`src/rtl/counter_arbiter.sv`:
```
// Two-requester round-robin arbiter that runs each granted burst on a shared
// 2-bit external counter and reports the captured count against len mod 4.
module counter_arbiter #(
  parameter int LEN_W = 4
) (
  input  logic             clock,
  input  logic             reset_n,
  input  logic [1:0]       req,
  input  logic [LEN_W-1:0] len0,
  input  logic [LEN_W-1:0] len1,
  output logic [1:0]       gnt,
  output logic [1:0]       done,
  output logic [1:0]       result,
  output logic             err,
  output logic             busy,
  output logic             cnt_reset,
  output logic             cnt_enable,
  input  logic [1:0]       cnt_out
);

  typedef enum logic [2:0] {IDLE, CLEAR, RUN, CAPTURE, REPORT} state_t;

  state_t           state, state_nxt;
  logic             ptr;
  logic [1:0]       gnt_q;
  logic [LEN_W-1:0] remaining, len_q;
  logic             sel;
  logic [LEN_W-1:0] len_sel;

  // ptr names the preferred requester; fall back to the other one
  assign sel     = req[ptr] ? ptr : ~ptr;
  assign len_sel = sel ? len1 : len0;
  assign gnt     = gnt_q;

  always_ff @(posedge clock or negedge reset_n) begin
    if (!reset_n) state <= IDLE;
    else          state <= state_nxt;
  end

  always_comb begin
    state_nxt  = state;
    busy       = 1'b0;
    cnt_reset  = 1'b0;
    cnt_enable = 1'b0;
    done       = 2'b00;
    case (state)
      IDLE:    if (|req) state_nxt = CLEAR;
      CLEAR: begin
        busy      = 1'b1;
        cnt_reset = 1'b1;
        state_nxt = (len_q == '0) ? CAPTURE : RUN;
      end
      RUN: begin
        busy       = 1'b1;
        cnt_enable = 1'b1;
        if (remaining == LEN_W'(1)) state_nxt = CAPTURE;
      end
      CAPTURE: begin
        busy      = 1'b1;
        state_nxt = REPORT;
      end
      REPORT: begin
        busy      = 1'b1;
        done      = gnt_q;
        state_nxt = IDLE;
      end
      default: state_nxt = IDLE;
    endcase
  end

  always_ff @(posedge clock or negedge reset_n) begin
    if (!reset_n) begin
      ptr       <= 1'b0;
      gnt_q     <= 2'b00;
      remaining <= '0;
      len_q     <= '0;
      result    <= 2'b00;
      err       <= 1'b0;
    end else begin
      case (state)
        IDLE: if (|req) begin
          gnt_q     <= sel ? 2'b10 : 2'b01;
          len_q     <= len_sel;
          remaining <= len_sel;
        end
        RUN:     remaining <= remaining - LEN_W'(1);
        CAPTURE: begin
          result <= cnt_out;
          err    <= (cnt_out != len_q[1:0]);
        end
        REPORT: begin
          gnt_q <= 2'b00;
          ptr   <= ~ptr;
        end
        default: ;
      endcase
    end
  end

endmodule

```
`config.mk`:
```
export PLATFORM = sky130hd
export DESIGN_NAME = counter_arbiter
export DESIGN_NICKNAME = d
export VERILOG_FILES = /design/src/rtl/counter_arbiter.sv
export SDC_FILE = /design/constraint.sdc
export NUM_CORES = 1
export LEC_CHECK = 0
export BUFFER_PORTS_ARGS = -buffer_cell sky130_fd_sc_hd__buf_4
export CORE_MARGIN = 2
export CORE_UTILIZATION = 50
export CTS_BUF_LIST = sky130_fd_sc_hd__clkbuf_4 sky130_fd_sc_hd__clkbuf_8 sky130_fd_sc_hd__clkbuf_16
export DETAILED_ROUTE_END_ITERATION = 7
export PLACE_DENSITY = 0.78
export SLEW_MARGIN = 20
export SYNTH_ARGS = -nofsm -noshare
export SYNTH_HDL_FRONTEND = slang
export SYNTH_SLANG_ARGS = --single-unit
export TNS_END_PERCENT = 20
```
`constraint.sdc`:
```
create_clock -name clock -period 1.7 [get_ports clock]
set_clock_uncertainty 0.15 [all_clocks]
set_input_delay 0 -clock clock [delete_from_list [all_inputs] [get_ports clock]]
set_output_delay 0 -clock clock [all_outputs]
set_load 0.01 [all_outputs]
```
# After elaboration in Yosys (flattened, before gate mapping)
# Index checks and enable logic that the tools add are counted.
totals:
  input_bits: 14
  regBits: 17
  word_cells: 45
classes:
  n_lt_le_gt_ge: 1
  add_sub_neg: 1
  muxes: 17
  reduce_logical: 10
  bitwise_logic: 1
  n_eq_ne: 8
ops:
  columns: ["op", "n"]
  rows:
  - ["3-bit one-hot mux with 4 select lines", 1]
  - ["4-bit two-way mux", 2]
  - ["4-bit one-hot mux with 2 select lines", 1]
  - ["2-bit AND reduction", 4]
  - ["1-bit two-way mux", 7]
  - ["3-bit by 2-bit == test with 1-bit output (second input constant)", 2]
  - ["2-bit two-way mux", 3]
  - ["3-bit two-way mux", 2]
  - ["4-bit by 1-bit == test with 1-bit output (second input constant)", 1]
  - ["4-bit zero test", 1]
  - ["2-bit != test (second input constant)", 2]
  - ["2-bit one-hot mux with 2 select lines", 1]
  - ["2-bit nonzero test", 2]
  - ["4-bit OR reduction", 1]
  - ["4-bit by 1-bit subtractor with 4-bit output (second input constant)", 1]
  - ["3-bit by 1-bit == test with 1-bit output (second input constant)", 1]
  - ["3-bit == test (second input constant)", 1]
  - ["3-bit zero test", 1]
  - ["1-bit by 2-bit < comparator with 1-bit output (second input constant)", 1]
  - ["2-bit != test", 1]
  - ["2-bit OR reduction", 1]
  - ["1-bit inverter", 1]

# Depth between registers and ports, before layout
# Gate-level depths: netlist of run 1.
logic_depth:
  ltp_word: 6
  depth_mapped: 6
  depth_no_buf: 6

# Worst setup path before layout of run 1
# No wires, ideal clock.
synth_timing:
  path_type: "flip-flop to flip-flop"
  start: "register state[1]"
  end: "register len_q[2]"
  path_buffers: 2
  stages_incl_launch_ff: 6
  period_less_slack_ns: 1.529
  setup_slack_ns: 0.171
  arrival_time_ns: 1.254
  path_cell_list: "dfrtp_1 -> buf_6 -> or4_4 -> buf_6 -> nand2_1 -> o21ai_1"
synth_between:
  elab_chain_cells: 2
synth_rtl:
  columns: ["item", "line", "text"]
  rows:
  - ["start: declaration", "23", "state_t state, state_nxt;"]
  - ["start signal: assignment", "37", "else state <= state_nxt;"]
  - ["3-bit zero test", "80", "case (state)"]
  - ["2-bit AND reduction (no source line)", null, null]
  - ["end signal: assignment", "83", "len_q <= len_sel;"]
  - ["end: declaration", "26", "logic [LEN_W-1:0] remaining, len_q;"]
# No other way between the ends.
# A chain may end at the register's enable or synchronous reset.

# Final worst setup path of run 1
layout_timing:
  start: "register state[0]"
  end: "output port cnt_enable"
layout_between:
  elab_chain_cells: 2
layout_rtl:
  columns: ["item", "line", "text"]
  rows:
  - ["3-bit by 2-bit == test with 1-bit output", "46", "case (state)"]
  - ["1-bit two-way mux", "46", null]
  - ["end: declaration", "17", "output logic cnt_enable,"]
# No other way between the ends.

==> flow_metrics.tcl, run 1 <==
set metrics [dict create \
    status "finished, final reports clean" \
    synth.avg_cell_area_sq_um 10.04 \
    root_buffer "clkbuf_4" \
    max-clock-path-buffers 2 \
    cts_tree "done" \
    grt_pass1_vias 733 \
    max_slew.worst_pin.slew_ps 751.6 \
    grt_overflow 0 \
    synth_area_leaders "dfrtp_1 48%, mux2i_1 4.5%, o21ai_1 4.5%" \
    yosysWarnings 0 \
    cts.sinks 17 \
    multi_input_area_sq_um 420.4 \
    htreeDepth 1 \
    io_buffers 23 \
    cts_setup_buffers 0 \
    hold_violations 0 \
    final_common_cell "buf_4" \
    grt_util_all_layers_pct 20.02 \
    drc 0 \
    syn_area_sq_um 893.4 \
    crit_type "flip-flop to primary output" \
    clkPwrFrac_pct 10.2 \
    via_per_inst 4.974 \
    ir_worst_vdd_mv 0.9164 \
    synth-edff-count 0 \
    netlist.area_leader.share_pct 47.62 \
    cp-end-kind "primary output" \
    routed_wl_mm 1.888 \
    drt-wirelength-per-cell_um 12.42 \
    fp.dieW_um 46.27 \
    max_freq_mhz 624.7 \
    p_switching_uw 818.9 \
    cap_violations 0 \
    num_antenna_cells 0 \
    num_rows 15 \
    syn_nets 105 \
    fin_crit_ps 1601 \
    synth_top_area_cell "dfrtp_1" \
    seq_power_share_pct 39.3 \
    vias 756 \
    crit_required_ps 1550 \
    switching_share_pct 39.52 \
    p_leak_uw 0.0006050 \
    ys_seq_area_share_pct 47.62 \
    fin_nets 144 \
    cp_data_arrival_time_ps 1450 \
    setup_tns_ps 0 \
    setup_violations 0 \
    clk_pin_slew_ps 100 \
    fp.coreArea_sq_um 1708 \
    grt_pass1_wl_mm 3.022 \
    gp_congestion 0.8135 \
    regToRegSetupSlack_ps 100 \
    critPathMaxFanout 9 \
    power.density_nw_per_um2 1664 \
    ys_ff_latch 17 \
    ys.flop_type "dfrtp_1" \
    ff_latch_area_sq_um 426.7 \
    final_cell_mix "24 x buf_4, 16 x dfrtp_1, 14 x dlygate4sd3_1" \
    place_area_sq_um 1074 \
    slew_headroom_pct 49.73 \
    power.internal_uw 1253 \
    synth_cell_types 29 \
    slew_viol_final 0 \
    cp_slowest_cell "dfrtp_1" \
    synth-async-reset-ratio_pct 100.0 \
    drt_iter0_drc 17 \
    num_io_pins 24 \
    die_h_um 46.27 \
    worst_hold_path_type "flip-flop to flip-flop" \
    max_stage_delay_ps 480 \
    numCtsBuffers 3 \
    start_util_pct 52.31 \
    fillers 144 \
    drive_gt1_share_pct 27.56 \
    syn_inst 89 \
    antenna_left 0 \
    drt_pass1_iterations 4 \
    grt_antenna_before_repair 0 \
    pwr-share-comb_pct 50.5 \
    hpwl_mm 1.260 \
    cp_top_family "flip-flops" \
    finalInstanceArea_sq_um 1245 \
    area_delta_synth_final_pct 39.36 \
    worst-path-buf-inv 2 \
    period_share_pct 94.17 \
    startpoint_type "flip-flop" \
    clk_latency_ps 290 \
    grt_setup_unrepaired "no" \
    grt_max_degree 18 \
    dieArea_sq_um 2141 \
    crit_path_cell_trace "or3b_4 -> inv_1 -> buf_4" \
]
## cells in the mapped netlist, drive strengths merged (3+ instances only)
| library cell | number |
|---|---|
| buf | 3 |
| o21ai | 12 |
| nor2 | 7 |
| inv | 5 |
| nand2 | 10 |
| and3 | 3 |
| mux2i | 4 |
| dfrtp | 17 |
## per-stage QoR
step	power, uW	hold slack, ps	cells	setup slack, ps	utilization [%]
after floorplan	1510	-445.6	89	170.9	-
after global placement	1782	-272.7	134	145.9	62.86
after detailed placement	1815	-274.5	134	91.55	62.86
after CTS	2057	345.7	152	13.67	72.67
after global routing	2261	358.6	152	32.67	72.89
final	2072	342.4	152	99.17	72.89
## cell families after synthesis
family | after synthesis | share of synthesized area [%]
AOI/OAI and AO/OA | 19 | 13.03
xor gates and xnor gates | 4 | 3.922
adders and majority gates | 2 | 2.801
buffers and inverters | 9 | 5.601
DFF | 17 | 47.62
muxes | 6 | 7.003
and+or+nand+nor | 32 | 20.03
## layout make-up
type,count,share of cell area (%)
well taps,25,2.513
clock buffers,3,1.809
repair buffers,38,25.73
inverters,5,1.508
clock inverters,1,0.4020
multi-input cells,63,33.77
flip-flops and latches,17,34.27
## worst paths after layout
check                          from           end  depth (start not counted)
max in group asynchronous   reset_n      state[1]                          3
hold reg to reg            len_q[3]      len_q[3]                          2
setup reg to reg           state[0]  remaining[1]                          2
setup / recovery           state[0]    cnt_enable                          3
min in group asynchronous   reset_n      state[2]                          3
hold / removal             len_q[3]      len_q[3]                          2
## registers in the layout (all words and copies together) (netlist names)
register / flops
err: 1
gnt: 2
len_q: 4
state: 3
remaining: 4
result: 2
ptr: 1
## worst reg2reg max path, cell delays in order, from the launching register on
cell and delay [ps]:
dfrtp_1 480, or4_4 650, o221ai_1 220
## power by group through the flow
| stage | clock network (uW) | registers (uW) | logic, uW |
|---|---|---|---|
| final | 212 | 813 | 1050 |
| after floorplan | 0 | 773 | 737 |
| after detailed placement | 0 | 807 | 1010 |
| after global placement | 0 | 795 | 987 |
| after CTS | 217 | 802 | 1040 |
| after global routing | 240 | 847 | 1170 |
## routing by layer
metal | routed length, um | vias to the layer above | track usage [%]
met4 | 28 | 0 | 6.857
met2 | 926 | 27 | 32.78
li1 | - | 386 | -
met5 | 0 | - | 0
met3 | 83 | 5 | 3.529
met1 | 850 | 338 | 26.33
## what timing repair did
action,4_1_cts,5_1_grt
resized for setup,0,2
endpoints found under the hold margin,30,0
hold buffers,14,0
endpoints found under the setup margin,0,2
Power figures use the tool's default switching activity.
==> run 2, diff against run 1 <==
--- a/config.mk
+++ b/config.mk
@@ -6,11 +6,13 @@
 export NUM_CORES = 1
 export LEC_CHECK = 0
 export BUFFER_PORTS_ARGS = -buffer_cell sky130_fd_sc_hd__buf_4
+export CELL_PAD_IN_SITES_DETAIL_PLACEMENT = 1
+export CELL_PAD_IN_SITES_GLOBAL_PLACEMENT = 1
 export CORE_MARGIN = 2
-export CORE_UTILIZATION = 50
+export CORE_UTILIZATION = 38
 export CTS_BUF_LIST = sky130_fd_sc_hd__clkbuf_4 sky130_fd_sc_hd__clkbuf_8 sky130_fd_sc_hd__clkbuf_16
 export DETAILED_ROUTE_END_ITERATION = 7
-export PLACE_DENSITY = 0.78
+export PLACE_DENSITY = 0.79
 export SLEW_MARGIN = 20
 export SYNTH_ARGS = -nofsm -noshare
 export SYNTH_HDL_FRONTEND = slang
==> run 2 against run 1 <==
Against the previous run: power is 2.0% higher; register-to-register slack about the same; clock power increased by 9.4%; sequential power up 0.6%; critical path depth did not move; sequential share of layout area hardly changed; non-clock buffer count unchanged; critical path type unchanged.
==> flow_metrics.tcl, run 2 (synthesis gave the netlist of run 1 again) <==
set metrics [dict create \
    antenna_left 0 \
    grt_pass1_vias 889 \
    final_common_cell "buf_4" \
    vias 791 \
    cts_tree "done" \
    hpwl_mm 1.678 \
    status "finished, final reports clean" \
    critPathMaxFanout 9 \
    startpoint_type "flip-flop" \
    cts.sinks 17 \
    drc 0 \
    cp-end-kind "primary output" \
    max_stage_delay_ps 480 \
    cp_data_arrival_time_ps 1470 \
    cp_slowest_cell "dfrtp_1" \
    grt_pass1_wl_mm 4.008 \
    ir_worst_vdd_mv 0.7051 \
    num_rows 17 \
    gp_congestion 0.7696 \
    cp_top_family "flip-flops" \
    grt_setup_unrepaired "no" \
    die_h_um 52.49 \
    max_freq_mhz 618.1 \
    clk_latency_ps 300 \
    drt-wirelength-per-cell_um 15.60 \
    worst_hold_path_type "input pin to asynchronous set/reset pin" \
    cts_setup_buffers 0 \
    crit_required_ps 1550 \
    period_share_pct 95.16 \
    setup_tns_ps 0 \
    power.density_nw_per_um2 1696 \
    worst-path-buf-inv 2 \
    crit_type "flip-flop to primary output" \
    hold_violations 0 \
    max_slew.worst_pin.slew_ps 352.9 \
    cap_violations 0 \
    setup_violations 0 \
    cp-startpoint "state[0]" \
    grt_antenna_before_repair 0 \
    via_per_inst 5.103 \
    final_cell_mix "25 x buf_4, 16 x dfrtp_1, 13 x dlygate4sd3_1" \
    dieArea_sq_um 2755 \
    start_util_pct 40.38 \
    drt_iter0_drc 11 \
    num_io_pins 24 \
    max-clock-path-buffers 2 \
    reg_top3 "len_q (4), remaining (4), state (3)" \
    slew_headroom_pct 76.38 \
    numCtsBuffers 3 \
    clk_pin_slew_ps 110 \
    drive_gt1_share_pct 28.35 \
    fin_nets 144 \
    fin_crit_ps 1618 \
    slew_viol_final 0 \
    whs_ps 32.32 \
    crit_path_cell_trace "or3b_4 -> inv_1 -> buf_4" \
    grt_util_all_layers_pct 20.47 \
    grt_max_degree 18 \
    io_buffers 23 \
    area_delta_synth_final_pct 39.50 \
    num_antenna_cells 0 \
    grt_overflow 0 \
    timing.rr.start "state[0]" \
    drt_pass1_iterations 4 \
    p_leak_uw 0.0006056 \
    fp.coreArea_sq_um 2212 \
    routed_wl_mm 2.418 \
    fp.dieW_um 52.49 \
    htreeDepth 1 \
    root_buffer "clkbuf_4" \
]
==> run 2: cell types whose count changed in the layout (fill, tap and decap cells not counted), sizes merged <==
cell         delta
dlygate4sd3     -1
buf             +1
==> run 2: power breakdown <==
group | switching [uW] | internal [uW]
Sequential | 205 | 613
Clock | 144 | 87.8
Combinational | 512 | 552
==> run 2: cell type report <==
cell class	instances	area, sq um
fill	259	965.9
sequential	17	426.7
multi-input combinational	63	420.4
timing repair buffer	38	317.8
tap	28	35.03
clock buffer	3	22.52
inverter	5	18.77
clock inverter	1	5.005
==> run 2: repair_timing <==
action,in CTS,in global routing
resized for setup,1,2
pin swaps,0,0
hold endpoints to repair,30,0
gates cloned,0,0
hold buffers,14,0
endpoints found under the setup margin,1,2
==> run 2: worst paths after layout <==
kind / slack (ps) / endpoint / cells after the start
max reg2reg: 90 / remaining[3] / 3
min reg2reg: 350 / len_q[2] / 2
max in group asynchronous: 1160 / state[1] / 3
min: 30 / result[1] / 3
max: 80 / cnt_enable / 3
min in group clock: 350 / len_q[2] / 2
==> run 2: metal layers <==
| layer | track usage [%] | wire [um] | vias up |
|---|---|---|---|
| li1 | - | - | 387 |
| met1 | 22.88 | 1032 | 379 |
| met2 | 38.75 | 1275 | 21 |
| met3 | 2.571 | 80 | 4 |
| met4 | 7.692 | 29 | 0 |
| met5 | 0 | 0 | - |
==> run 2: stage by stage <==
stage / util [%] / instances / worst slack (ps) / power, uW / instance area [sq um]
final: 56.33 / 155 / 82.26 / 2114 / 1246
after global routing: 56.33 / 155 / 14.66 / 2290 / 1246
after CTS: 56.33 / 155 / 19.75 / 2117 / 1246
after detailed placement: 48.70 / 137 / 69.15 / 1857 / 1077
after global placement: 48.70 / 137 / 137.4 / 1801 / 1077
after floorplan: - / 89 / 170.9 / 1510 / 893.4
==> run 2: tightest hold or removal path, delay by kind of cell <==
family                 cells  cell delay, ps
buffers and inverters      3             870
